`config.mk`:
```
export PLATFORM = sky130hd
export DESIGN_NAME = bit_count_unit_flat
export DESIGN_NICKNAME = d
export VERILOG_FILES = /design/src/rtl/bit_count_unit_pkg.sv /design/src/rtl/bit_count_unit_if.sv /design/src/rtl/bit_count_unit_byte_count.sv /design/src/rtl/bit_count_unit.sv /design/src/flat_wrapper.sv
export SDC_FILE = /design/constraint.sdc
export NUM_CORES = 1
export LEC_CHECK = 0
export CELL_PAD_IN_SITES_DETAIL_PLACEMENT = 0
export CELL_PAD_IN_SITES_GLOBAL_PLACEMENT = 2
export CORE_MARGIN = 10
export CORE_UTILIZATION = 33
export DETAILED_ROUTE_END_ITERATION = 8
export PLACE_DENSITY = 0.87
export SLEW_MARGIN = 15
export SYNTH_ARGS = -nofsm -noshare
export SYNTH_HDL_FRONTEND = slang
export SYNTH_SLANG_ARGS = --single-unit
```
`constraint.sdc`:
```
create_clock -name cpu_clock_i -period 8.55 [get_ports cpu_clock_i]
set_clock_uncertainty 0.2 [all_clocks]
set_input_delay 1.71 -clock cpu_clock_i [delete_from_list [all_inputs] [get_ports cpu_clock_i]]
set_output_delay 1.71 -clock cpu_clock_i [all_outputs]
set_load 0.01 [all_outputs]
```
`src/rtl/bit_count_unit_pkg.sv`:
```
// Shared types and constants for the bit count unit.
//  bc_op_t        : operation select carried through stage 1
//  BC_DATA_W      : operand width
//  BC_RES_W       : internal result width (0..32 needs 6 bits)
//  bc_bit_reverse : bit k -> bit (BC_DATA_W-1-k), turns CLZ into a trailing scan
package bmu_pkg;

  typedef enum logic [1:0] {
    BC_CLZ  = 2'b00,
    BC_CTZ  = 2'b01,
    BC_CPOP = 2'b10,
    BC_RSVD = 2'b11
  } bc_op_t;

  localparam int BC_DATA_W = 32;
  localparam int BC_RES_W  = 6;
  localparam int BC_BYTES  = BC_DATA_W / 8;

  function automatic logic [BC_DATA_W-1:0] bc_bit_reverse(input logic [BC_DATA_W-1:0] d);
    logic [BC_DATA_W-1:0] r;
    for (int k = 0; k < BC_DATA_W; k++) begin
      r[k] = d[BC_DATA_W-1-k];
    end
    return r;
  endfunction

endpackage

```
`src/rtl/bit_count_unit_if.sv`:
```
// Request/response handshake bundle for the bit count unit.
//  Request  : valid_i, ready_o, op_i, data_i, tag_i
//  Response : valid_o, ready_i, result_o, tag_o
//  master = issue/writeback side, slave = the count unit.
interface bit_count_unit_if #(
  parameter int TAG_W = 6
);
  import bmu_pkg::*;

  logic                 valid_i;
  logic                 ready_o;
  logic [1:0]           op_i;
  logic [BC_DATA_W-1:0] data_i;
  logic [TAG_W-1:0]     tag_i;

  logic                 valid_o;
  logic                 ready_i;
  logic [BC_DATA_W-1:0] result_o;
  logic [TAG_W-1:0]     tag_o;

  modport master (
    output valid_i, op_i, data_i, tag_i, ready_i,
    input  ready_o, valid_o, result_o, tag_o
  );

  modport slave (
    input  valid_i, op_i, data_i, tag_i, ready_i,
    output ready_o, valid_o, result_o, tag_o
  );

endinterface

```
`src/rtl/bit_count_unit_byte_count.sv`:
```
// Per-byte counting blocks.
//  clz8          : trailing-zero count of one byte, scanning from bit 0 upward;
//                  returns 8 when the byte is zero.
//                  ports: data[7:0] in, count[3:0] out
//  bc_byte_count : clz8 plus an 8-bit popcount for one byte.
//                  ports: data[7:0] in, counts[7:0] out = {tz[3:0], pop[3:0]}
module clz8 (
  input  logic [7:0] data,
  output logic [3:0] count
);

  // Scan from the top down so the lowest set bit is the last one to win.
  always_comb begin
    count = 4'd8;
    for (int k = 7; k >= 0; k--) begin
      if (data[k]) begin
        count = 4'(k);
      end
    end
  end

endmodule

module bc_byte_count
  import bmu_pkg::*;
(
  input  logic [7:0] data,
  output logic [7:0] counts
);

  logic [3:0] tz;
  logic [3:0] pop;

  clz8 u_clz8 (
    .data  (data),
    .count (tz)
  );

  always_comb begin
    pop = 4'd0;
    for (int k = 0; k < 8; k++) begin
      pop = pop + {3'b000, data[k]};
    end
  end

  assign counts = {tz, pop};

endmodule

```
`src/rtl/bit_count_unit.sv`:
```
// Two-stage pipelined count unit: CLZ, CTZ and CPOP on a 32-bit operand.
//  cpu_clock_i   : core clock
//  cpu_reset_n_i : asynchronous active-low reset
//  flush_i       : kills everything in flight at the next edge
//  bus (slave)   : request valid_i/ready_o/op_i/data_i/tag_i,
//                  response valid_o/ready_i/result_o/tag_o
// Stage 1 holds the accepted request; its count is computed combinationally
// and captured into stage 2, which drives the outputs directly.
module bit_count_unit
  import bmu_pkg::*;
#(
  parameter int TAG_W = 6
) (
  input  logic       cpu_clock_i,
  input  logic       cpu_reset_n_i,
  input  logic       flush_i,
  bit_count_unit_if.slave bus
);

  // Stage 1 state
  logic                 s1_valid_reg;
  bc_op_t               s1_op_reg;
  logic [BC_DATA_W-1:0] s1_data_reg;
  logic [TAG_W-1:0]     s1_tag_reg;

  // Stage 2 state (output stage)
  logic                 s2_valid_reg;
  logic [BC_RES_W-1:0]  s2_result_reg;
  logic [TAG_W-1:0]     s2_tag_reg;

  logic s2_adv;
  logic accept;
  logic s2_load;
  logic s1_valid_next;
  logic s2_valid_next;

  // Stage 2 can take new data when it is empty or being drained this cycle.
  assign s2_adv  = !s2_valid_reg || bus.ready_i;
  assign bus.ready_o = !s1_valid_reg || s2_adv;
  assign accept  = bus.valid_i && bus.ready_o;
  assign s2_load = s1_valid_reg && s2_adv && !flush_i;

  // Flush dominates both a new accept and a same-cycle retire.
  always_comb begin
    s1_valid_next = s1_valid_reg && !s2_adv;
    s2_valid_next = s2_adv ? s1_valid_reg : s2_valid_reg;
    if (accept) begin
      s1_valid_next = 1'b1;
    end
    if (flush_i) begin
      s1_valid_next = 1'b0;
      s2_valid_next = 1'b0;
    end
  end

  // ---------------------------------------------------------------------
  // Stage 1 datapath
  // ---------------------------------------------------------------------
  // CLZ is turned into a trailing-zero scan by reversing the operand, so
  // the same per-byte LSB-first counters serve both CLZ and CTZ.
  logic [BC_DATA_W-1:0]       operand;
  logic [BC_BYTES-1:0][7:0]   byte_counts;
  logic [BC_RES_W-1:0]        scan_count;
  logic [4:0]                 pop_lo;
  logic [4:0]                 pop_hi;
  logic [BC_RES_W-1:0]        pop_sum;
  logic [BC_RES_W-1:0]        s1_result;

  assign operand = (s1_op_reg == BC_CLZ) ? bc_bit_reverse(s1_data_reg) : s1_data_reg;

  generate
    for (genvar gi = 0; gi < BC_BYTES; gi++) begin : g_byte
      bc_byte_count u_byte_count (
        .data   (operand[8*gi +: 8]),
        .counts (byte_counts[gi])
      );
    end
  endgenerate

  // Lowest byte with any set bit decides the count; all-zero gives 32.
  always_comb begin
    scan_count = 6'd32;
    for (int i = BC_BYTES - 1; i >= 0; i--) begin
      if (byte_counts[i][7:4] != 4'd8) begin
        scan_count = 6'(8 * i) + {2'b00, byte_counts[i][7:4]};
      end
    end
  end

  // Two-level adder tree over the per-byte popcounts.
  assign pop_lo  = {1'b0, byte_counts[0][3:0]} + {1'b0, byte_counts[1][3:0]};
  assign pop_hi  = {1'b0, byte_counts[2][3:0]} + {1'b0, byte_counts[3][3:0]};
  assign pop_sum = {1'b0, pop_lo} + {1'b0, pop_hi};

  always_comb begin
    s1_result = '0;
    case (s1_op_reg)
      BC_CLZ, BC_CTZ: s1_result = scan_count;
      BC_CPOP:        s1_result = pop_sum;
      default:        s1_result = '0;
    endcase
  end

  // ---------------------------------------------------------------------
  // Pipeline registers
  // ---------------------------------------------------------------------
  always_ff @(posedge cpu_clock_i or negedge cpu_reset_n_i) begin
    if (!cpu_reset_n_i) begin
      s1_valid_reg <= 1'b0;
      s1_op_reg    <= BC_CLZ;
      s1_data_reg  <= '0;
      s1_tag_reg   <= '0;
    end else begin
      s1_valid_reg <= s1_valid_next;
      if (accept) begin
        s1_op_reg   <= bc_op_t'(bus.op_i);
        s1_data_reg <= bus.data_i;
        s1_tag_reg  <= bus.tag_i;
      end
    end
  end

  // Result/tag only change when a new op lands, so they stay stable while
  // the consumer stalls and keep their old value after a flush.
  always_ff @(posedge cpu_clock_i or negedge cpu_reset_n_i) begin
    if (!cpu_reset_n_i) begin
      s2_valid_reg  <= 1'b0;
      s2_result_reg <= '0;
      s2_tag_reg    <= '0;
    end else begin
      s2_valid_reg <= s2_valid_next;
      if (s2_load) begin
        s2_result_reg <= s1_result;
        s2_tag_reg    <= s1_tag_reg;
      end
    end
  end

  assign bus.valid_o  = s2_valid_reg;
  assign bus.result_o = {{(BC_DATA_W - BC_RES_W){1'b0}}, s2_result_reg};
  assign bus.tag_o    = s2_tag_reg;

endmodule
```
`src/flat_wrapper.sv`:
```
// flat-port wrapper written by rule: the top's interface ports become plain ports
module bit_count_unit_flat import bmu_pkg::*;
#(
  parameter int TAG_W = 6
)
  (cpu_clock_i, cpu_reset_n_i, flush_i, bus_valid_i, bus_op_i, bus_data_i, bus_tag_i, bus_ready_i, bus_ready_o, bus_valid_o, bus_result_o, bus_tag_o);
  bit_count_unit_if #(.TAG_W(TAG_W)) bus_i ();
  input  logic cpu_clock_i;
  input  logic cpu_reset_n_i;
  input  logic flush_i;
  input wire logic [$bits(bus_i.valid_i)-1:0] bus_valid_i;
  input wire logic [$bits(bus_i.op_i)-1:0] bus_op_i;
  input wire logic [$bits(bus_i.data_i)-1:0] bus_data_i;
  input wire logic [$bits(bus_i.tag_i)-1:0] bus_tag_i;
  input wire logic [$bits(bus_i.ready_i)-1:0] bus_ready_i;
  output wire logic [$bits(bus_i.ready_o)-1:0] bus_ready_o;
  output wire logic [$bits(bus_i.valid_o)-1:0] bus_valid_o;
  output wire logic [$bits(bus_i.result_o)-1:0] bus_result_o;
  output wire logic [$bits(bus_i.tag_o)-1:0] bus_tag_o;
  assign bus_i.valid_i = bus_valid_i;
  assign bus_i.op_i = bus_op_i;
  assign bus_i.data_i = bus_data_i;
  assign bus_i.tag_i = bus_tag_i;
  assign bus_i.ready_i = bus_ready_i;
  assign bus_ready_o = bus_i.ready_o;
  assign bus_valid_o = bus_i.valid_o;
  assign bus_result_o = bus_i.result_o;
  assign bus_tag_o = bus_i.tag_o;
  bit_count_unit #(.TAG_W(TAG_W)) u_core (.cpu_clock_i(cpu_clock_i), .cpu_reset_n_i(cpu_reset_n_i), .flush_i(flush_i), .bus(bus_i));
endmodule
```
; Word-level counts from Yosys, hierarchy flattened
; Cells that the tools add are included.
[op_classes]
n_mux = 42
n_reduce_logical = 13
n_addsub = 34
n_eq_ne = 6
[ops]
columns = op, count
row1 = two-way mux 4 bit, 32
row2 = adder 4 x 1 -> 4 bit, 16
row3 = two-way mux 32 bit, 1
row4 = two-way mux 6 bit, 4
row5 = adder 3 x 1 -> 4 bit, 4
row6 = "inequality test 4 bit, second input constant", 4
row7 = adder 2 x 1 -> 3 bit, 4
row8 = "adder 5 x 4 -> 6 bit, first input constant", 2
row9 = case mux 6 bit (2 select lines), 1
row10 = adder 4 x 4 -> 5 bit, 2
row11 = adder 1 x 1 -> 2 bit, 4
row12 = adder 5 x 5 -> 6 bit, 1
row13 = "adder 4 x 4 -> 5 bit, first input constant", 1
row14 = logical AND 1 bit, 4
row15 = zero test 1 bit, 4
row16 = two-way mux 1 bit, 4
row17 = "== test 2 x 1 -> 1 bit, second input constant", 1
row18 = "== test 2 bit, second input constant", 1
row19 = zero test 2 bit, 1
row20 = logical OR 1 bit, 2
row21 = nonzero test 2 bit, 1
row22 = OR reduction 2 bit, 1
[totals]
word_cells = 102
ff_bits = 54
output_inout_bits = 40
input_bits = 45

; Depth between registers and ports, before layout
; Gate-level depths: netlist of the first run.
[logic_depth]
depth_word = 16
ltp_mapped = 25

; Hierarchy
; A second synthesis of the first run with hierarchy kept.
[unflattened]
hier_cells = 432
area_unflattened_um2 = 4299.1
[by_module_without_submodules]
columns = mod, cells_per_inst, area_each_um2, seq_area_each_um2, n_inst
row1 = bit_count_unit, 280, 3193.1, 1351.3, 1
row2 = bc_byte_count, 24, 190.2, 0.0, 4
row3 = clz8, 14, 86.3, 0.0, 4

; Worst setup path after synthesis of the first run
; Ideal clock, no wire load.
[synth_timing]
path_kind = register -> register
from = register u_core.s1_op_reg[0]
to = register u_core.s2_result_reg[4]
arrival_ns = 6.323
setup_ns = 0.121
period_less_slack_ns = 6.644
stages_incl_launch_ff = 24
setup_slack_ns = 1.906
required_ns = 8.229
path_cell_list = dfrtp_1 > buf_2 > nor2_4 > buf_4 > buf_2 > clkbuf_1 > clkbuf_1 > nand2_1 > nand2_1 > fa_1 > fa_1 > fa_1 > fa_1 > inv_1 > fa_1 > fa_1 > inv_1 > ha_1 > fa_1 > a21o_1 > a21oi_1 > xor2_1 > o21ai_0 > o22a_1
[synth_via]
elab_chain_cells = 16
[synth_lines]
columns = element, line
row1 = "start, declared", bit_count_unit.sv:22  ; bc_op_t s1_op_reg;
row2 = "start signal, assigned", bit_count_unit.sv:116  ; s1_op_reg <= bc_op_t'(bus.op_i);
row3 = branches (longest 15 deep; another with adder 5 x 5 -> 6 bit), --
row4 = case mux 6 bit (2 select lines) *, bit_count_unit.sv:97  ; case (s1_op_reg)
row5 = "end signal, assigned", bit_count_unit.sv:133  ; s2_result_reg <= s1_result;
row6 = "end, declared", bit_count_unit.sv:28  ; logic [BC_RES_W-1:0] s2_result_reg;
; Every way passes the cells marked *.
; A chain may end at the register's enable or synchronous reset.

; Worst setup path in the final report of the first run
[layout_timing]
from = register u_core.s1_op_reg[0]
to = register u_core.s2_result_reg[2]
; The elaborated chain is that of the path after synthesis.

==> results of run 1 <==
## cells by family after synthesis
kind of cell,after synthesis,share of synthesized area
other,1,0.0009079
buffers and inverters,71,0.09239
AND/OR/NAND/NOR,110,0.1403
AO/OA/AOI/OAI,65,0.1066
multiplexers,72,0.1887
flip-flops,54,0.3272
XOR/XNOR,3,0.006363
adder cells (fa/ha/maj),31,0.1375
## worst paths after layout
kind | slack, ns | startpoint | to | cells past startpoint
setup reg to reg | 1.57 | u_core.s1_op_reg[0]$_DFFE_PN0P_ | u_core.s2_result_reg[2]$_DFFE_PN0P_ | 18
hold reg to reg | 0.31 | u_core.s1_tag_reg[2]$_DFFE_PN0P_ | u_core.bus.tag_o[2]$_DFFE_PN0P_ | 1
setup / recovery | 1.57 | u_core.s1_op_reg[0]$_DFFE_PN0P_ | u_core.s2_result_reg[2]$_DFFE_PN0P_ | 18
min in group asynchronous | 1.34 | cpu_reset_n_i | u_core.bus.valid_o$_DFFE_PN0P_ | 2
max in group asynchronous | 6.35 | cpu_reset_n_i | u_core.s1_data_reg[3]$_DFFE_PN0P_ | 2
hold / removal | 0.31 | u_core.s1_tag_reg[2]$_DFFE_PN0P_ | u_core.bus.tag_o[2]$_DFFE_PN0P_ | 1
## power by group through the flow
stage / sequential, mW / clock, mW / combinational, mW
global placement: 0.347 / 0 / 1.49
floorplan: 0.341 / 0 / 1.18
detailed placement: 0.349 / 0 / 1.52
finish: 0.344 / 0.243 / 1.51
global route: 0.353 / 0.264 / 1.74
CTS: 0.344 / 0.252 / 1.53
## layout by cell type (no fill, tap or decap), types with 6 or more instances in the layout
cell type and n:
sky130_fd_sc_hd__ha_1 7, sky130_fd_sc_hd__a21oi_1 18, sky130_fd_sc_hd__nor2_1 27, sky130_fd_sc_hd__buf_4 6, sky130_fd_sc_hd__dfrtp_1 54, sky130_fd_sc_hd__fa_1 24
sky130_fd_sc_hd__o21ai_0 10, sky130_fd_sc_hd__mux2i_1 25, sky130_fd_sc_hd__clkdlybuf4s50_1 57, sky130_fd_sc_hd__inv_1 26, sky130_fd_sc_hd__nand2_1 40, sky130_fd_sc_hd__nor3_1 7
sky130_fd_sc_hd__conb_1 26, sky130_fd_sc_hd__mux2_2 47
## routing by layer
layer,up-vias,track usage
met4,0,0.01545
met2,108,0.1959
met5,-,0
li1,1471,-
met1,1508,0.1550
met3,6,0.05145
## stage by stage
| stage | hold WS (ns) | cell area, µm² |
|---|---|---|
| finish | 0.3068 | 4950 |
| global route | 0.3267 | 4950 |
| CTS | 0.3104 | 4950 |
| detailed placement | 0.2924 | 4776 |
| global placement | 0.2809 | 4776 |
| floorplan | 0.2737 | 4224 |
## cell usage after synthesis (all sizes together) (2+ instances only)
master,n,share of area
dfrtp,54,0.33
mux2,47,0.13
nand2,40,0.036
buf,34,0.059
nor2,28,0.027
inv,26,0.024
mux2i,25,0.061
fa,24,0.12
a21oi,18,0.022
o21ai,13,0.016
clkbuf,11,0.010
ha,7,0.021
nor3,7,0.0085
nor4,7,0.016
nor3b,6,0.011
nor2b,5,0.0076
o31ai,5,0.0091
or4,5,0.012
a31oi,4,0.0061
nand3b,4,0.0073
o211ai,3,0.0055
o311ai,3,0.0064
o31a,3,0.0088
a21boi,2,0.0036
a21o,2,0.0036
nand2b,2,0.0030
o221ai,2,0.0042
o32a,2,0.0048
or2,2,0.0030
xor2,2,0.0042
## area by class of cell
type / instances / share of cell area
inverters: 26 / 0.01972
well taps: 168 / 0.04247
repair buffers: 64 / 0.1254
clock buffers: 5 / 0.02528
flip-flops and latches: 54 / 0.2730
multi-input cells: 307 / 0.5043
clock inverters: 3 / 0.009858
==> qor.yml, run 1 <==
run_status: "finished clean"
proportion_of_register_bits_with_asynchronous_set_or_reset_after_synthesis: 1.000
sequential_cell_area_um2: 1351
routed_metal_1_wirelength_mm: 4.703
crit_buf_inv: 4
syn_avg_cell_area_um2: 10.15
start_util: 0.3410
detail-route-antenna-nets: 0
number_of_antenna_violations_at_the_first_check_in_global_routing: 0
synth.distinct_cells: 57
met2WireLength_mm: 4.894
synth-edff-count: 0
clockRootBuffer: "sky130_fd_sc_hd__clkbuf_16"
leakage_nw: 2.108
maximum_number_of_pins_on_one_net_before_global_route_repair: 55
worstPathCellList: "or2_1 -> buf_4 -> mux2i_1 -> fa_1 -> inv_1 -> fa_1 -> fa_1 -> fa_1 -> inv_1 -> fa_1 -> fa_1 -> inv_1 -> ha_1 -> fa_1 -> xnor2_1 -> o211ai_1 -> a2111oi_1 -> nor2_1"
cts_sinks: 54
fp.dieW_um: 131.9
synth_seq_cells: 54
fillCellCount: 1238
drt_first_pass_iters: 4
clock_latency_ns: 0.29
grt_pass1_vias: 3328
synthesis.yosys.warnings: 0
finalWeightedCongestion: 0.8885
postCtsResizedCells: 0
worst-path-max-fanout: 23
via_per_inst: 4.933
cts_max_level: 2
p_sw_frac: 0.4554
clk_transition_reported_paths_ns: 0.08
critPathMostFrequentCell: "sky130_fd_sc_hd__fa_1"
synth_seq_area_share: 0.3272
setup_tns_ns: 0
grt.overflow.total: 0
maxSlewHeadroom: 0.5140
area_delta_synth_final_pct: 19.84
die_area_um2: 17390
clock_path_buffers: 2
dr.max_layer_used: "met4"
critical_path.max_stage_delay_ns: 0.80
slew_violations: 0
setup.worst_path.class: "flip-flop to flip-flop"
ctsHoldBuffers: 0
fin_crit_sh: 0.8166
fmax_ghz: 0.1432
pwr-share-seq: 0.164
multiInputGateArea_um2: 2496
detail_route.wirelength_mm: 10.68
share_of_cells_above_drive_strength_1: 0.1590
final-hold-violation-count: 0
synthesis.instances: 407
powerDensity_nw_per_um2: 423.2
grt_setup_unrepaired: "no"
timing.final.crit_period_ns: 6.982
largest_reg_flops: 32
io_buffer_count: 58
diodes_inserted: 0
post-place-cells: 619
worst-slew-pin-transition_ns: 0.7230
worstPathRequired_ns: 8.53
postLayoutSetupSlackWorst_ns: 1.568
worst_path_dominant_cell_family: "adder cells"
first_pass_grt_wire_length_mm: 17.84
design_power_total_mw: 2.095
finalSetupViolCount: 0
grt.total_usage: 0.1229
post_cts.repair.setup_buffers: 0
finalNetCount: 534
detailed_place_hpwl_mm: 8.400
pre_cts_slack_ns: 1.604
p_switching_mw: 0.9540
tritoncts.num_buffers: 5
internal-power_mw: 1.141
utilization: 0.4087
dr_iter_0_viols: 163
wire_per_inst_um: 17.03
p_comb_frac: 0.719
vdd.ir_drop.worst_mv: 0.4202
crit_path_end_kind: "flip-flop"
timing.critical_path.from_type: "flip-flop"
floorplan.io_pins: 85
placement_rows: 40
cts_tree: "built"
maxCapViolCount: 0
cp_data_arrival_time_ns: 6.97
synth_flop_cell: "sky130_fd_sc_hd__dfrtp_1"
crit_path_top_delay_cell: "sky130_fd_sc_hd__dfrtp_1"
design.core.area_um2: 12110
vias: 3093
instances_no_fill: 627
netlist_area_um2: 4130
drc_errors: 0
clockPowerShare: 0.116
dieHeight_um: 131.9
hold_path.class: "flip-flop to flip-flop"
dr_wl_met3_mm: 1.036
(Power assumes the default switching activity.)
==> run 2: changes to the inputs <==
==> constraint.sdc (replaced) <==
create_clock -name cpu_clock_i -period 6.6 [get_ports cpu_clock_i]
set_clock_uncertainty 0.2 [all_clocks]
set_input_delay 1.32 -clock cpu_clock_i [delete_from_list [all_inputs] [get_ports cpu_clock_i]]
set_output_delay 1.32 -clock cpu_clock_i [all_outputs]
set_load 0.01 [all_outputs]
==> run 2 against run 1 <==
Compared with the run above:
- clock-buffer cell count grew 1
- sequential power is 29% higher
- via count grew 2.9%
- utilization grew 0.73 points
- critical path depth unchanged
- sequential share of layout area down 0.48 points
- worst setup slack worse by 1.2 ns
- total power up 29%
- die area stayed put
- global-route usage is 0.24 points higher
- critical endpoint unchanged
==> qor.yml, run 2 (synthesized netlist as in run 1, its figures left out) <==
placement_rows: 40  # unchanged
fin_crit_sh: 0.9385  # +0.1219
number_of_antenna_violations_at_the_first_check_in_global_routing: 0  # unchanged
cts_tree: "built"
grt.total_usage: 0.1253  # +0.002408
finalNetCount: 545  # +2.1%
p_switching_mw: 1.218  # +28%
final_common_cell: "sky130_fd_sc_hd__clkdlybuf4s50_1"
powerDensity_nw_per_um2: 537.9  # +27%
grt_setup_unrepaired: "no"
clock_path_buffers: 2  # unchanged
setup_tns_ns: 0  # unchanged
floorplan.io_pins: 85  # unchanged
grt_pass1_vias: 3377  # +1.5%
design.core.area_um2: 12110  # unchanged
clock_latency_ns: 0.30  # about the same
dr_iter_0_viols: 216  # +33%
timing.critical_path.from_type: "flip-flop"
clk_transition_reported_paths_ns: 0.08  # about the same
postLayoutSetupSlackWorst_ns: 0.4061  # -1.162 ns
slew_violations: 0  # unchanged
drt_first_pass_iters: 4  # unchanged
hold_path.class: "flip-flop to flip-flop"
wire_per_inst_um: 17.52  # +2.9%
worstPathRequired_ns: 6.59  # -1.94 ns
leakage_nw: 2.170  # +2.9%
cts_sinks: 54  # unchanged
timing.final.crit_period_ns: 6.194  # -0.7877 ns
detail-route-antenna-nets: 0  # unchanged
run_status: "finished clean"
worst-slew-pin-transition_ns: 0.7240  # +0.001032 ns
clockRootBuffer: "sky130_fd_sc_hd__clkbuf_16"
setup.worst_path.class: "flip-flop to flip-flop"
fillCellCount: 1223  # -1.2%
finalWeightedCongestion: 0.8986  # +1.1%
dieHeight_um: 131.9  # unchanged
internal-power_mw: 1.492  # +31%
vias: 3183  # +2.9%
drc_errors: 0  # unchanged
maxCapViolCount: 0  # unchanged
worst_hold_slack_ns: 0.3037  # -0.003035 ns
crit_path_end_kind: "flip-flop"
clockPowerShare: 0.119  # +0.003
instances_no_fill: 638  # +1.8%
maximum_number_of_pins_on_one_net_before_global_route_repair: 55  # unchanged
pwr-share-seq: 0.164  # about the same
worst-path-max-fanout: 12  # -48%
p_sw_frac: 0.4495  # -0.005923
fp.dieW_um: 131.9  # unchanged
post-place-cells: 625  # +0.97%
area_delta_synth_final_pct: 21.99
first_pass_grt_wire_length_mm: 17.88  # +0.23%
tritoncts.num_buffers: 5  # unchanged
diodes_inserted: 0  # unchanged
setup.reg_to_reg.worst_slack_ns: 0.41  # -1.16 ns
maxSlewHeadroom: 0.5133  # -0.0006940
cts_max_level: 2  # unchanged
start_util: 0.3410  # unchanged
design_power_total_mw: 2.710  # +29%
finalSetupViolCount: 0  # unchanged
via_per_inst: 4.989  # +1.1%
vdd.ir_drop.worst_mv: 0.4320  # +2.8%
cp_data_arrival_time_ns: 6.18  # -0.79 ns
fmax_ghz: 0.1614  # +13%
share_of_cells_above_drive_strength_1: 0.1809  # +0.02181
p_comb_frac: 0.717  # -0.002
grt.overflow.total: 0  # unchanged
largest_reg_flops: 32  # unchanged
pre_cts_slack_ns: 0.2816  # -1.322 ns
final-hold-violation-count: 0  # unchanged
most-common-layout-cells: "sky130_fd_sc_hd__clkdlybuf4s50_1, sky130_fd_sc_hd__dfrtp_1, sky130_fd_sc_hd__mux2_2"
detail_route.wirelength_mm: 11.18  # +4.7%
detailed_place_hpwl_mm: 8.883  # +5.7%
die_area_um2: 17390  # unchanged
io_buffer_count: 58  # unchanged
[run 2: final timing paths]
kind / cells past startpoint / startpoint / endpoint
max in group asynchronous: 2 / cpu_reset_n_i / u_core.s1_data_reg[4]$_DFFE_PN0P_
max: 18 / u_core.s1_op_reg[0]$_DFFE_PN0P_ / u_core.s2_result_reg[2]$_DFFE_PN0P_
max reg2reg: 18 / u_core.s1_op_reg[0]$_DFFE_PN0P_ / u_core.s2_result_reg[2]$_DFFE_PN0P_
min: 1 / u_core.s1_tag_reg[5]$_DFFE_PN0P_ / u_core.bus.tag_o[5]$_DFFE_PN0P_
min reg2reg: 1 / u_core.s1_tag_reg[5]$_DFFE_PN0P_ / u_core.bus.tag_o[5]$_DFFE_PN0P_
min in group asynchronous: 2 / cpu_reset_n_i / u_core.s1_data_reg[17]$_DFFE_PN0P_
[run 2: layout make-up]
cell class	instances	area, µm²	share of cell area
Inverter	26	97.59	0.01937
Tap cell	168	210.2	0.04172
Multi-Input combinational cell	307	2499	0.4959
Timing Repair Buffer	75	703.2	0.1396
Clock inverter	2	38.79	0.007698
Clock buffer	6	138.9	0.02756
Sequential cell	54	1351	0.2682
[run 2: critical path: stages (launching register included)]
cell and delay, ns:
sky130_fd_sc_hd__dfrtp_1 0.45, sky130_fd_sc_hd__nor2_4 0.29, sky130_fd_sc_hd__buf_4 0.21, sky130_fd_sc_hd__mux2i_1 0.29, sky130_fd_sc_hd__fa_1 0.49, sky130_fd_sc_hd__fa_1 0.55, sky130_fd_sc_hd__inv_1 0.06, sky130_fd_sc_hd__fa_1 0.46
sky130_fd_sc_hd__fa_1 0.49, sky130_fd_sc_hd__inv_1 0.05, sky130_fd_sc_hd__fa_1 0.50, sky130_fd_sc_hd__fa_1 0.55, sky130_fd_sc_hd__inv_1 0.05, sky130_fd_sc_hd__ha_1 0.22, sky130_fd_sc_hd__fa_1 0.40, sky130_fd_sc_hd__xnor2_1 0.20
sky130_fd_sc_hd__o211ai_1 0.10, sky130_fd_sc_hd__a2111oi_1 0.43, sky130_fd_sc_hd__nor2_1 0.08
[run 2: metal layers]
metal | vias up | wire, µm | global-route usage
li1 | 1490 | - | -
met1 | 1569 | 4780 | 0.1572
met2 | 113 | 5153 | 0.1978
met3 | 11 | 1113 | 0.04764
met4 | 0 | 129 | 0.03028
met5 | - | 0 | 0
[run 2: per-stage QoR]
step | utilization | area, µm²
after floorplan | - | 4225
after global placement | 0.3980 | 4821
after detailed placement | 0.3980 | 4821
after CTS | 0.4127 | 4999
after global routing | 0.4160 | 5039
final | 0.4160 | 5039
[run 2: what timing repair did]
item                       CTS  global route
setup buffers                0             5
hold buffers                 0             0
setup endpoints to repair    0             1
gates resized for setup      0             1
[run 2: power groups by stage]
stage / registers [mW] / logic (mW) / clock network (mW)
6_report: 0.444 / 1.94 / 0.323
5_1_grt: 0.453 / 2.25 / 0.346
4_1_cts: 0.443 / 1.96 / 0.333
3_5_place_dp: 0.450 / 1.96 / 0
3_3_place_gp: 0.448 / 1.91 / 0
2_1_floorplan: 0.442 / 1.52 / 0
